--- config.mk ---
export PLATFORM = sky130hd
export DESIGN_NAME = logic_func_tester
export DESIGN_NICKNAME = d
export VERILOG_FILES = /design/src/rtl/logic_func_pkg.sv /design/src/rtl/logic_func_ref.sv /design/src/rtl/logic_func_tester.sv
export SDC_FILE = /design/constraint.sdc
export NUM_CORES = 1
export LEC_CHECK = 0
export CORE_AREA = 5 5 73 75
export CTS_CLUSTER_DIAMETER = 120
export CTS_CLUSTER_SIZE = 28
export DETAILED_ROUTE_END_ITERATION = 8
export DIE_AREA = 0 0 78 80
export PLACE_DENSITY = 0.64
export SLEW_MARGIN = 20
export SYNTH_ARGS = -nofsm -noshare
export SYNTH_HDL_FRONTEND = slang
export SYNTH_SLANG_ARGS = --single-unit
export TNS_END_PERCENT = 30
--- constraint.sdc ---
create_clock -name clk -period 2.4 [get_ports clk]
set_input_delay 0.48 -clock clk [delete_from_list [all_inputs] [get_ports clk]]
set_output_delay 0.48 -clock clk [all_outputs]
set_load 0.05 [all_outputs]
--- src/rtl/logic_func_pkg.sv ---
// Shared types and sizing constants for the logic function tester.
package logic_func_pkg;

    localparam int unsigned VEC_COUNT = 8;
    localparam int unsigned IDX_W     = 3;
    localparam int unsigned ERR_W     = 4;
    localparam int unsigned CNT_W     = 4;

    typedef enum logic [2:0] {
        IDLE,
        DRIVE,
        SETTLE,
        CHECK,
        DONE
    } state_t;

endpackage

--- src/rtl/logic_func_ref.sv ---
// Golden combinational model of the device under test.
module logic_func_ref (
    input  logic A,
    input  logic B,
    input  logic C,
    output logic X,
    output logic Y,
    output logic Z
);

    logic b_eq_c;

    assign b_eq_c = ~(B ^ C);
    assign X      = ~A | b_eq_c;
    assign Y      = (~B & C) | (A & B);
    assign Z      = A | (b_eq_c & (A | B));

endmodule

--- src/rtl/logic_func_tester.sv ---
// Exhaustive 3-input functional tester: walks all vectors, compares DUT
// responses against the golden model and records per-vector failures.
module logic_func_tester
    import logic_func_pkg::*;
#(
    parameter int unsigned SETTLE_CYCLES = 2
) (
    input  logic             clk,
    input  logic             rst_n,
    input  logic             start,
    output logic             a_o,
    output logic             b_o,
    output logic             c_o,
    input  logic             x_i,
    input  logic             y_i,
    input  logic             z_i,
    output logic             busy,
    output logic             done,
    output logic             pass,
    output logic [ERR_W-1:0] err_count,
    output logic [7:0]       fail_vec
);

    state_t             state_q, state_d;
    logic [IDX_W-1:0]   idx_q, idx_d;
    logic [CNT_W-1:0]   cnt_q, cnt_d;
    logic [2:0]         abc_d;
    logic               busy_d, done_d, pass_d;
    logic [ERR_W-1:0]   err_d;
    logic [7:0]         fail_d;
    logic               ref_x, ref_y, ref_z;
    logic               vec_fail;

    logic_func_ref u_ref (
        .A (idx_q[2]),
        .B (idx_q[1]),
        .C (idx_q[0]),
        .X (ref_x),
        .Y (ref_y),
        .Z (ref_z)
    );

    assign vec_fail = ({x_i, y_i, z_i} != {ref_x, ref_y, ref_z});

    always_ff @(posedge clk or negedge rst_n) begin
        if (!rst_n) begin
            state_q   <= IDLE;
            idx_q     <= '0;
            cnt_q     <= '0;
            a_o       <= 1'b0;
            b_o       <= 1'b0;
            c_o       <= 1'b0;
            busy      <= 1'b0;
            done      <= 1'b0;
            pass      <= 1'b0;
            err_count <= '0;
            fail_vec  <= '0;
        end else begin
            state_q   <= state_d;
            idx_q     <= idx_d;
            cnt_q     <= cnt_d;
            a_o       <= abc_d[2];
            b_o       <= abc_d[1];
            c_o       <= abc_d[0];
            busy      <= busy_d;
            done      <= done_d;
            pass      <= pass_d;
            err_count <= err_d;
            fail_vec  <= fail_d;
        end
    end

    // Next-state and next-output logic; every register holds unless updated.
    always_comb begin
        state_d = state_q;
        idx_d   = idx_q;
        cnt_d   = cnt_q;
        abc_d   = {a_o, b_o, c_o};
        busy_d  = busy;
        done_d  = done;
        pass_d  = pass;
        err_d   = err_count;
        fail_d  = fail_vec;

        case (state_q)
            IDLE, DONE: begin
                if (start) begin
                    state_d = DRIVE;
                    idx_d   = '0;
                    cnt_d   = '0;
                    busy_d  = 1'b1;
                    done_d  = 1'b0;
                    pass_d  = 1'b0;
                    err_d   = '0;
                    fail_d  = '0;
                end
            end
            DRIVE: begin
                abc_d   = idx_q;
                cnt_d   = '0;
                state_d = SETTLE;
            end
            SETTLE: begin
                if (cnt_q == CNT_W'(SETTLE_CYCLES - 1)) begin
                    cnt_d   = '0;
                    state_d = CHECK;
                end else begin
                    cnt_d = cnt_q + CNT_W'(1);
                end
            end
            CHECK: begin
                if (vec_fail) begin
                    fail_d[idx_q] = 1'b1;
                    if (err_count != ERR_W'(VEC_COUNT)) begin
                        err_d = err_count + ERR_W'(1);
                    end
                end
                // pass must reflect this final check, so use err_d not err_count
                if (idx_q == IDX_W'(VEC_COUNT - 1)) begin
                    state_d = DONE;
                    done_d  = 1'b1;
                    busy_d  = 1'b0;
                    pass_d  = (err_d == '0);
                end else begin
                    idx_d   = idx_q + IDX_W'(1);
                    state_d = DRIVE;
                end
            end
            default: begin
                state_d = IDLE;
            end
        endcase
    end

endmodule

After elaboration in Yosys (flattened, before gate mapping) --
Cells that the tools add are included. Widths: inputs -> output; s select.
Storage, ports and cells: output and inout port bits 18, bits in registers 28, input bits 6
Cells by class: reductions and logical operators 12, magnitude comparators 2, bitwise operators 12, multiplexer cells 27, add/sub/neg operators 3, eq/ne operators 13
Operators with widths (count):
- $mux 4 | 5
- $mux 8 | 2
- $pmux 8 s2 | 1
- $mux 3 | 5
- $pmux 3 s4 | 1
- $pmux 4 s3 | 1
- $ne 2x2->1 const B | 5
- $reduce_and 3->1 | 3
- $add 4x1->4 const B | 2
- $or 8x8->8 | 1
- $pmux 4 s2 | 1
- $eq 3x2->1 const B | 2
- $eq 3x3->1 const B | 2
- $mux 1 | 6
- $pmux 1 s2 | 3
- $pmux 3 s2 | 1
- $reduce_and 2->1 | 3
- $eq 4x1->1 const B | 1
- $logic_not 4->1 | 1
- $lt 3x4->1 const B | 1
- $ne 4x4->1 const B | 1
- $or 1x1->1 | 4
- $add 3x1->3 const B | 1
- $and 1x1->1 | 3
- 11 further kinds | 13

Depth between registers and ports, before layout --
Gate-level depths: netlist (run 1).
depth in word-level cells 10, depth in mapped cells 7, mapped depth without buffers 7

By module --
From an unflattened synthesis (run 1), not the netlist that was laid out.
Second synthesis, totals: cells, all modules 139, area total of the unflattened synthesis 1451.4 µm²
Modules (own cells, without submodules):
- logic_func_tester | area an instance 1415.1 µm², cells an instance 135, times used 1, sequential area each 700.7 µm²
- logic_func_ref | area an instance 36.3 µm², cells an instance 4, times used 1, sequential area each 0.0 µm²

Worst setup path after synthesis (run 1) --
Ideal clock, no wire load.
path type register to register, start register idx_q[1], end register err_count[2], path slack 0.304 ns, stages on the path, launching flop included 7, setup time 0.121 ns, clock period less this slack 2.096 ns, data required time 2.279 ns, arrival 1.975 ns, cells stage by stage dfrtp_1 > ha_1 > nand2b_2 > a2111oi_4 > o32ai_1 > mux2_4 > a22o_1
On the way: cells in the longest elaborated chain, start to end 8
RTL lines:
- start, declared | line logic_func_tester.sv:25 | logic [IDX_W-1:0] idx_q, idx_d;
- start signal, assigned | line logic_func_tester.sv:60 | idx_q <= idx_d;
- $xor 1x1->1 | line logic_func_ref.sv:13 | assign b_eq_c = ~(B ^ C);
- $not 1->1 | line logic_func_ref.sv:13
- $and 1x1->1 | line logic_func_ref.sv:16 | assign Z = A | (b_eq_c & (A | B));
- $or 1x1->1 | line logic_func_ref.sv:16
- $ne 3x3->1 (*) | line logic_func_tester.sv:43 | assign vec_fail = ({x_i, y_i, z_i} != {ref_x, ref_y, ref_z});
- $mux 4 (*) | line logic_func_tester.sv:112 | if (vec_fail) begin
- $mux 4 (*) | line logic_func_tester.sv:85 | case (state_q)
- $pmux 4 s2 (*) | line logic_func_tester.sv:85
- end signal, assigned | line logic_func_tester.sv:68 | err_count <= err_d;
- end, declared | line logic_func_tester.sv:20 | output logic [ERR_W-1:0] err_count,
Every way passes the cells marked *; elsewhere a longest branch is shown, timed or not. The select of a mux whose other input is x is not followed. A chain may end at the register's enable or synchronous reset.

Worst setup path in the final report (run 1) --
start register idx_q[0], end register err_count[2]
The elaborated chain is that of the path after synthesis.

==> results of run 1 <==
-- kinds of logic (layout without fill, tap and decap cells) --
| kind of cell | after synthesis | in the layout | share of synthesized area [%] |
|---|---|---|---|
| AND/OR/NAND/NOR | 59 | 59 | 20.19 |
| AO/OA/AOI/OAI | 41 | 41 | 20.44 |
| flip-flops | 28 | 28 | 45.42 |
| buffers and inverters | 14 | 42 | 3.568 |
| adder cells (fa/ha/maj) | 6 | 6 | 4.866 |
| multiplexers | 5 | 5 | 3.811 |
| XOR/XNOR | 3 | 3 | 1.703 |
-- flip-flops by register name (all words and copies together) (netlist names) --
name       cells
fail_vec       8
cnt_q          4
err_count      4
idx_q          3
state_q        3
a_o            1
b_o            1
busy           1
c_o            1
done           1
pass           1
-- routing by layer --
layer	global-route usage [%]	wire length (µm)
met2	18.78	1525
met1	15.61	1662
met5	0	0
met4	2.365	24
met3	2.596	143
-- critical path, delay by kind of cell (launching register included) --
family	cells	cell delay (ns)
adders and majority gates	1	0.42
muxes	1	0.32
DFF	1	0.40
and+or+nand+nor	1	0.10
AOI/OAI and AO/OA	3	0.82
-- cell usage in the layout, fill, tap and decap left out, drive strengths merged, types with 2 or more instances in the layout --
cell type,Yosys,final
dfrtp,28,28
clkdlybuf4s50,0,23
nor2,18,18
nand2,12,12
buf,2,9
a31oi,8,8
o21ai,8,8
inv,6,6
ha,6,6
nand2b,6,6
a21oi,5,5
and3,4,4
clkbuf,6,4
mux2,4,4
xnor2,3,3
nor3b,3,3
nand3,3,3
o21a,3,3
nor4,3,3
o22a,2,2
nor3,2,2
and3b,2,2
o31ai,2,2
-- area by class of cell --
type | instances | area, µm²
timing repair buffer | 32 | 297.8
inverter | 6 | 22.52
tap | 54 | 67.56
sequential | 28 | 700.7
multi-input combinational | 114 | 787.0
clock buffer | 4 | 55.05
fill | 457 | 2668
-- through the flow --
| stage | setup WS, ns | area (µm²) | utilization (%) |
|---|---|---|---|
| 2_1_floorplan | 0.3042 | 1543 | - |
| 3_3_place_gp | 0.05313 | 1876 | 40.79 |
| 3_5_place_dp | 0.02165 | 1876 | 40.79 |
| 4_1_cts | 0.2313 | 1931 | 41.99 |
| 5_1_grt | 0.06707 | 1931 | 41.99 |
| 6_report | 0.2252 | 1931 | 41.99 |
-- power breakdown --
group	switching, mW	total (mW)	internal, mW
Sequential	0.178	0.794	0.616
Clock	0.149	0.296	0.147
Combinational	0.824	1.36	0.539
Total	1.15	2.45	1.30
-- worst min path at each step --
stage,from,to,depth (start not counted)
floorplan,rst_n,a_o,0
CTS,cnt_q[3],cnt_q[3],1
detailed placement,cnt_q[3],cnt_q[3],1
global route,cnt_q[3],cnt_q[3],1
global placement,cnt_q[3],cnt_q[3],1
finish,cnt_q[3],cnt_q[3],1
==> flow_metrics.tcl, run 1 <==
set metrics [dict create \
    cts.path.max_buffers 2 \
    slowest_delay_ns 0.43 \
    synth_top_area_cell "dfrtp_1" \
    max_freq_mhz 459.8 \
    root_buffer "clkbuf_8" \
    critPathMaxFanout 5 \
    r2r_end "err_count[2]" \
    totalWireLength_um 3356 \
    r2r_slack_ns 0.23 \
    die-area_um2 6240 \
    syn_to_final_growth_pct 25.14 \
    antenna_found_initial 0 \
    synthMostInstantiatedCell "dfrtp_1" \
    syn_area_per_cell_um2 9.889 \
    synth_warnings 0 \
    synth_top_area_share_pct 45.42 \
    cts-buffers-inserted 3 \
    status "finished, final reports clean" \
    rsz0062_at_grt "no" \
    via_per_inst 5.235 \
    ys_ff_latch 28 \
    core_area_um2 4598 \
    start_util_pct 33.55 \
    die_w_um 78 \
    nNetsFinal 197 \
    setup_viol 0 \
    drt-initial-drc-count 80 \
    drv_cap 0 \
    critPathKind "reg -> reg" \
    crit_path_end "err_count[2]" \
    htree_levels 1 \
    worstPathRequired_ns 2.57 \
    synthDistinctLibCells 46 \
    leakage_nw 0.8454 \
    min_path_type "reg -> reg" \
    synthArstFlopShare_pct 100.0 \
    cts_sinks 28 \
    ant_nets 0 \
    cts_setup_buffers 0 \
    yosys-top-cells-count "28 x dfrtp_1, 18 x nor2_1, 12 x nand2_1, 8 x a31oi_1, 8 x o21ai_0" \
    hold_violations 0 \
    synth_cells 156 \
    critPathCaptureType "flip-flop" \
    start_kind "flip-flop" \
    drt-wirelength-per-cell_um 14.10 \
    slowest_stage "a2111oi_4" \
    ir_drop_mv 0.6568 \
    ys_seq_area_share_pct 45.42 \
    finalWorstPathRequiredPeriod_ns 2.175 \
    synth_fp_nets 168 \
    synthFlopType "dfrtp_1" \
    grt_overflow 0 \
    powerDensity_nw_per_um2 1271 \
    clk_latency_ns 0.28 \
    grt_usage_pct 11.51 \
    fin_skew_ns 0.003641 \
    numPortBuffers 23 \
    power_mw 2.453 \
    drive_gt1_share_pct 11.96 \
    syn_area_um2 1543 \
    slew_viol_final 0 \
    crit-reg2reg-launch "idx_q[0]" \
    grt_max_degree 29 \
    vias 1246 \
    die_h_um 80 \
    place_hpwl_um 2472 \
    synth_edf_count 0 \
    critPathLaunch "idx_q[0]" \
    setup_tns_ns 0 \
    grt_pass1_wl_um 5906 \
    drc 0 \
    cts_resized 0 \
    drt-pass1-iter-count 4 \
    io_pins 24 \
    crit_chain "ha_1 > nand2b_2 > a2111oi_4 > o32ai_1 > mux2_4 > a22o_1" \
    final_cells 238 \
    critical_path_arrival_ns 2.34 \
    grt_pass1_vias 1239 \
    finalCritPeriodShare_pct 90.62 \
    num_antenna_cells 0 \
    rows 25 \
    hold_buffers 0 \
    place.gp.congestion 0.7603 \
    post-place-cells 234 \
    slew_headroom_pct 66.37 \
    worstMarginPinSlew_ns 0.5028 \
    timing.hold.ws_ns 0.4928 \
    cts_tree "yes" \
    clk_pin_slew_ns 0.10 \
    reg2reg_depth 6 \
    synthTopCellsByArea "dfrtp_1 45%, ha_1 4.9%, nor2_1 4.4%" \
]
Power figures use the tool's default switching activity.
==> inputs of run 2 (changes only) <==
==> constraint.sdc (replaced) <==
create_clock -name clk -period 2.4 [get_ports clk]
set_input_delay 0.36 -clock clk [delete_from_list [all_inputs] [get_ports clk]]
set_output_delay 0.36 -clock clk [all_outputs]
set_load 0.05 [all_outputs]
==> run 2 against run 1 <==
Against the previous run: via count grew 1.1%; core utilization shrank 0.33 points; die area is the same; sequential cell count is the same; sequential power is essentially flat; clock-buffer cell count is the same; non-clock buffer count shrank 2; total power shrank 0.42%; sequential share of layout area grew 0.28 points; combinational power is essentially flat; design area shrank 0.78%; critical path type unchanged; highest routed layer unchanged.
==> flow_metrics.tcl, run 2 (synthesized netlist as in run 1, its figures left out) <==
set metrics [dict create \
    htree_levels 1 \
    totalWireLength_um 3343 \
    worstPathRequired_ns 2.57 \
    nNetsFinal 195 \
    rsz0062_at_grt "no" \
    grt_use_met3_pct 2.709 \
    critical_path_arrival_ns 2.32 \
    drive_gt1_share_pct 10.99 \
    slowest_stage "a2111oi_4" \
    min_path_type "in -> async" \
    slew_headroom_pct 66.16 \
    slowest_delay_ns 0.45 \
    die_w_um 78 \
    gr-usage-met2_pct 19.37 \
    drc 0 \
    final_common_cell "dfrtp_1" \
    top_register "fail_vec" \
    start_kind "flip-flop" \
    pre_cts_ws_ns 0.1031 \
    place_hpwl_um 2411 \
    cts-buffers-inserted 3 \
    critPathMaxFanout 5 \
    cts.path.max_buffers 2 \
    die-area_um2 6240 \
    status "finished, final reports clean" \
    largest_register_ffs 8 \
    top_regs "fail_vec (8), cnt_q (4), err_count (4)" \
    max_freq_mhz 466.7 \
    core_area_um2 4598 \
    fin_skew_ns 0.006384 \
    grt_usage_pct 11.16 \
    critPathKind "reg -> reg" \
    clk_latency_ns 0.27 \
    leakage_nw 0.8352 \
    crit_buf_inv 0 \
    num_antenna_cells 0 \
    numPortBuffers 23 \
    finalCritPeriodShare_pct 89.29 \
    hold_buffers 0 \
    grt_max_degree 29 \
    setup_ws_ns 0.2571 \
    drt-initial-drc-count 63 \
    cts_resized 0 \
    grt_pass1_vias 1220 \
    crit_chain "ha_1 > nand2b_2 > a2111oi_4 > o32ai_1 > mux2_4 > a22o_1" \
    clk_pin_slew_ns 0.10 \
    ant_nets 0 \
    hold_violations 0 \
    cts_sinks 28 \
    vias 1260 \
    via_per_inst 5.339 \
    top_usage_layer "met2" \
    critPathCaptureType "flip-flop" \
    rows 25 \
    ir_drop_mv 0.6693 \
    powerDensity_nw_per_um2 1275 \
    cp_top_family "compound AO/OA/AOI/OAI gates" \
    worstMarginPinSlew_ns 0.5061 \
    finalWorstPathRequiredPeriod_ns 2.143 \
    drt-wirelength-per-cell_um 14.17 \
    gr-usage-met1_pct 14.38 \
    start_util_pct 33.55 \
    final_cell_mix "28 x dfrtp_1, 23 x clkdlybuf4s50_1, 18 x nor2_1" \
    grt_pass1_wl_um 5789 \
    cts_setup_buffers 0 \
    setup_tns_ns 0 \
    setup_viol 0 \
    antenna_found_initial 0 \
    drv_cap 0 \
    cts_tree "yes" \
    die_h_um 80 \
    grt_overflow 0 \
    root_buffer "clkbuf_8" \
    slew_viol_final 0 \
    syn_to_final_growth_pct 24.17 \
    io_pins 24 \
    place.gp.congestion 0.7806 \
    drt-pass1-iter-count 4 \
]
==> run 2: cell count changes in the layout (fill, tap and decap cells not counted), sizes merged <==
cell / before / now
buf: 9 / 7
==> run 2: per-stage QoR <==
stage	hold WS [ns]	total power [mW]	instance area, µm²	util, %	cells
3_3_place_gp	0.4682	2.158	1861	40.46	232
3_5_place_dp	0.4677	2.171	1861	40.46	232
4_1_cts	0.4852	2.470	1916	41.66	236
5_1_grt	0.5100	2.623	1916	41.66	236
2_1_floorplan	0.06441	1.772	1543	-	156
6_report	0.4699	2.443	1916	41.66	236
==> run 2: path summary, 6_finish.rpt <==
kind / startpoint / to / slack, ns / depth (start not counted)
max: idx_q[1] / err_count[2] / 0.26 / 6
min: rst_n / err_count[3] / 0.47 / 2
max in group asynchronous: rst_n / fail_vec[2] / 1.66 / 2
max reg2reg: idx_q[1] / err_count[2] / 0.26 / 6
min reg2reg: cnt_q[3] / cnt_q[3] / 0.49 / 1
min in group clk: cnt_q[3] / cnt_q[3] / 0.49 / 1
==> run 2: per-layer routing <==
layer	up-vias	share of wire [%]
met4	0	0.42
li1	625	-
met2	21	48
met5	-	0
met1	612	48
met3	2	4.3
==> run 2: area by class of cell <==
cell class / instances / area (µm²)
multi-input combinational: 114 / 787.0
timing repair buffer: 30 / 282.8
tap: 54 / 67.56
clock buffer: 4 / 55.05
sequential: 28 / 700.7
fill: 447 / 2683
inverter: 6 / 22.52
==> run 2: report_power, final <==
group	internal, mW	switching, mW
clock network	0.147	0.143
logic	0.536	0.826
registers	0.616	0.175
total	1.30	1.14
==> inputs of run 3 (changes only) <==
--- a/config.mk
+++ b/config.mk
@@ -5,12 +5,13 @@
 export SDC_FILE = /design/constraint.sdc
 export NUM_CORES = 1
 export LEC_CHECK = 0
-export CORE_AREA = 5 5 73 75
+export CORE_AREA = 2 2 70 72
 export CTS_CLUSTER_DIAMETER = 120
 export CTS_CLUSTER_SIZE = 28
 export DETAILED_ROUTE_END_ITERATION = 8
-export DIE_AREA = 0 0 78 80
+export DIE_AREA = 0 0 72 74
 export PLACE_DENSITY = 0.64
+export SETUP_SLACK_MARGIN = 0.1
 export SLEW_MARGIN = 20
 export SYNTH_ARGS = -nofsm -noshare
 export SYNTH_HDL_FRONTEND = slang
==> run 3 against run 2 <==
Against the previous run: clock power increased by 2%; register-to-register slack got worse by 0.02 ns; fmax decreased by 0.97%; core utilization increased by 0.27 points; critical endpoint unchanged; combinational power about the same; via count decreased by 2.1%; die area decreased by 15%; largest cell class unchanged; largest power group unchanged; non-clock buffer count unchanged.
==> flow_metrics.tcl, run 3 (synthesized netlist as in run 1, its figures left out) <==
set metrics [dict create \
    place_hpwl_um 2366 \
    crit_chain "ha_1 > nand2b_2 > a2111oi_4 > o32ai_1 > mux2_4 > a22o_1" \
    final_common_cell "dfrtp_1" \
    num_antenna_cells 0 \
    rows 25 \
    finalCritPeriodShare_pct 90.16 \
    drv_cap 0 \
    hold_violations 0 \
    cts_sinks 28 \
    totalWireLength_um 3361 \
    core_area_um2 4598 \
    cts.path.max_buffers 2 \
    max_freq_mhz 462.2 \
    critPathLaunch "idx_q[0]" \
    rsz0062_at_grt "no" \
    root_buffer "clkbuf_8" \
    drt-initial-drc-count 82 \
    critPathKind "reg -> reg" \
    die_w_um 72 \
    drt-wirelength-per-cell_um 14.24 \
    status "finished, final reports clean" \
    via_per_inst 5.229 \
    worstPathRequired_ns 2.57 \
    grt_overflow 0 \
    largest_register_ffs 8 \
    r2r_slack_ns 0.24 \
    clk_latency_ns 0.27 \
    drt-pass1-iter-count 4 \
    die_h_um 74 \
    worstMarginPinSlew_ns 0.5288 \
    top_regs "fail_vec (8), cnt_q (4), err_count (4)" \
    top_register "fail_vec" \
    pre_cts_ws_ns 0.08039 \
    ir_drop_mv 0.6443 \
    io_pins 24 \
    ant_nets 0 \
    grt_pass1_vias 1208 \
    slew_headroom_pct 64.75 \
    critical_path_arrival_ns 2.34 \
    cts_tree "yes" \
    slowest_delay_ns 0.45 \
    setup_ws_ns 0.2362 \
    grt_pass1_wl_um 5761 \
    slew_viol_final 0 \
    nNetsFinal 195 \
    numPortBuffers 23 \
    finalWorstPathRequiredPeriod_ns 2.164 \
    leakage_nw 0.8413 \
    crit-reg2reg-launch "idx_q[0]" \
    grt_max_degree 29 \
    final_core_util_pct 41.93 \
    setup_viol 0 \
    reg2reg_depth 6 \
    clk_pin_slew_ns 0.10 \
    cts_setup_buffers 0 \
    syn_to_final_growth_pct 24.98 \
    critPathCaptureType "flip-flop" \
    cts_resized 0 \
    die-area_um2 5328 \
    start_util_pct 33.55 \
    r2r_end "err_count[2]" \
    grt_usage_pct 13.70 \
    start_kind "flip-flop" \
    final_cell_mix "28 x dfrtp_1, 23 x clkdlybuf4s50_1, 18 x nor2_1" \
    powerDensity_nw_per_um2 1283 \
    place.gp.congestion 0.7241 \
    drc 0 \
    antenna_found_initial 0 \
    vias 1234 \
    min_path_type "in -> async" \
    htree_levels 1 \
    setup_tns_ns 0 \
    crit_path_end "err_count[2]" \
    slowest_stage "a2111oi_4" \
    fin_skew_ns 0.002182 \
    drive_gt1_share_pct 10.99 \
    cts-buffers-inserted 3 \
    critPathMaxFanout 5 \
    hold_buffers 0 \
]
## run 3: through the flow
step	area (µm²)	hold slack [ns]	power, mW	std cells
floorplan	1543	0.06441	1.772	156
global placement	1873	0.4600	2.174	232
detailed placement	1873	0.4622	2.191	232
CTS	1928	0.4600	2.496	236
global route	1928	0.4899	2.666	236
finish	1928	0.4544	2.475	236
## run 3: cell type report
cell class,count,area [µm²]
fillers,449,2670
multi-input cells,114,787.0
flip-flops and latches,28,700.7
repair buffers,30,295.3
well taps,54,67.56
clock buffers,4,55.05
inverters,6,22.52
## run 3: worst min path at each step
stage               depth (start not counted)  slack, ns   from           to
finish                                      2       0.45  rst_n  fail_vec[4]
global route                                2       0.49  rst_n  fail_vec[0]
CTS                                         2       0.46  rst_n  fail_vec[0]
detailed placement                          2       0.46   done         done
global placement                            2       0.46   done         done
floorplan                                   0       0.06  rst_n          a_o
## run 3: per-layer routing
| layer | share of wire [%] | global-route usage [%] |
|---|---|---|
| met5 | 0 | 0 |
| met4 | 0.89 | 3.564 |
| met3 | 4.1 | 3.794 |
| met2 | 46 | 21.40 |
| met1 | 49 | 18.95 |
## run 3: power by group
part / internal (mW) / switching (mW)
Combinational: 0.549 / 0.837
Sequential: 0.616 / 0.176
Clock: 0.147 / 0.150
## run 3: worst max-delay path: cells and delay by family (launching register included)
| kind | cells | cell delay, ns |
|---|---|---|
| flops | 1 | 0.40 |
| compound gates | 3 | 0.84 |
| simple gates | 1 | 0.10 |
| mux | 1 | 0.32 |
| fa+ha+maj | 1 | 0.39 |
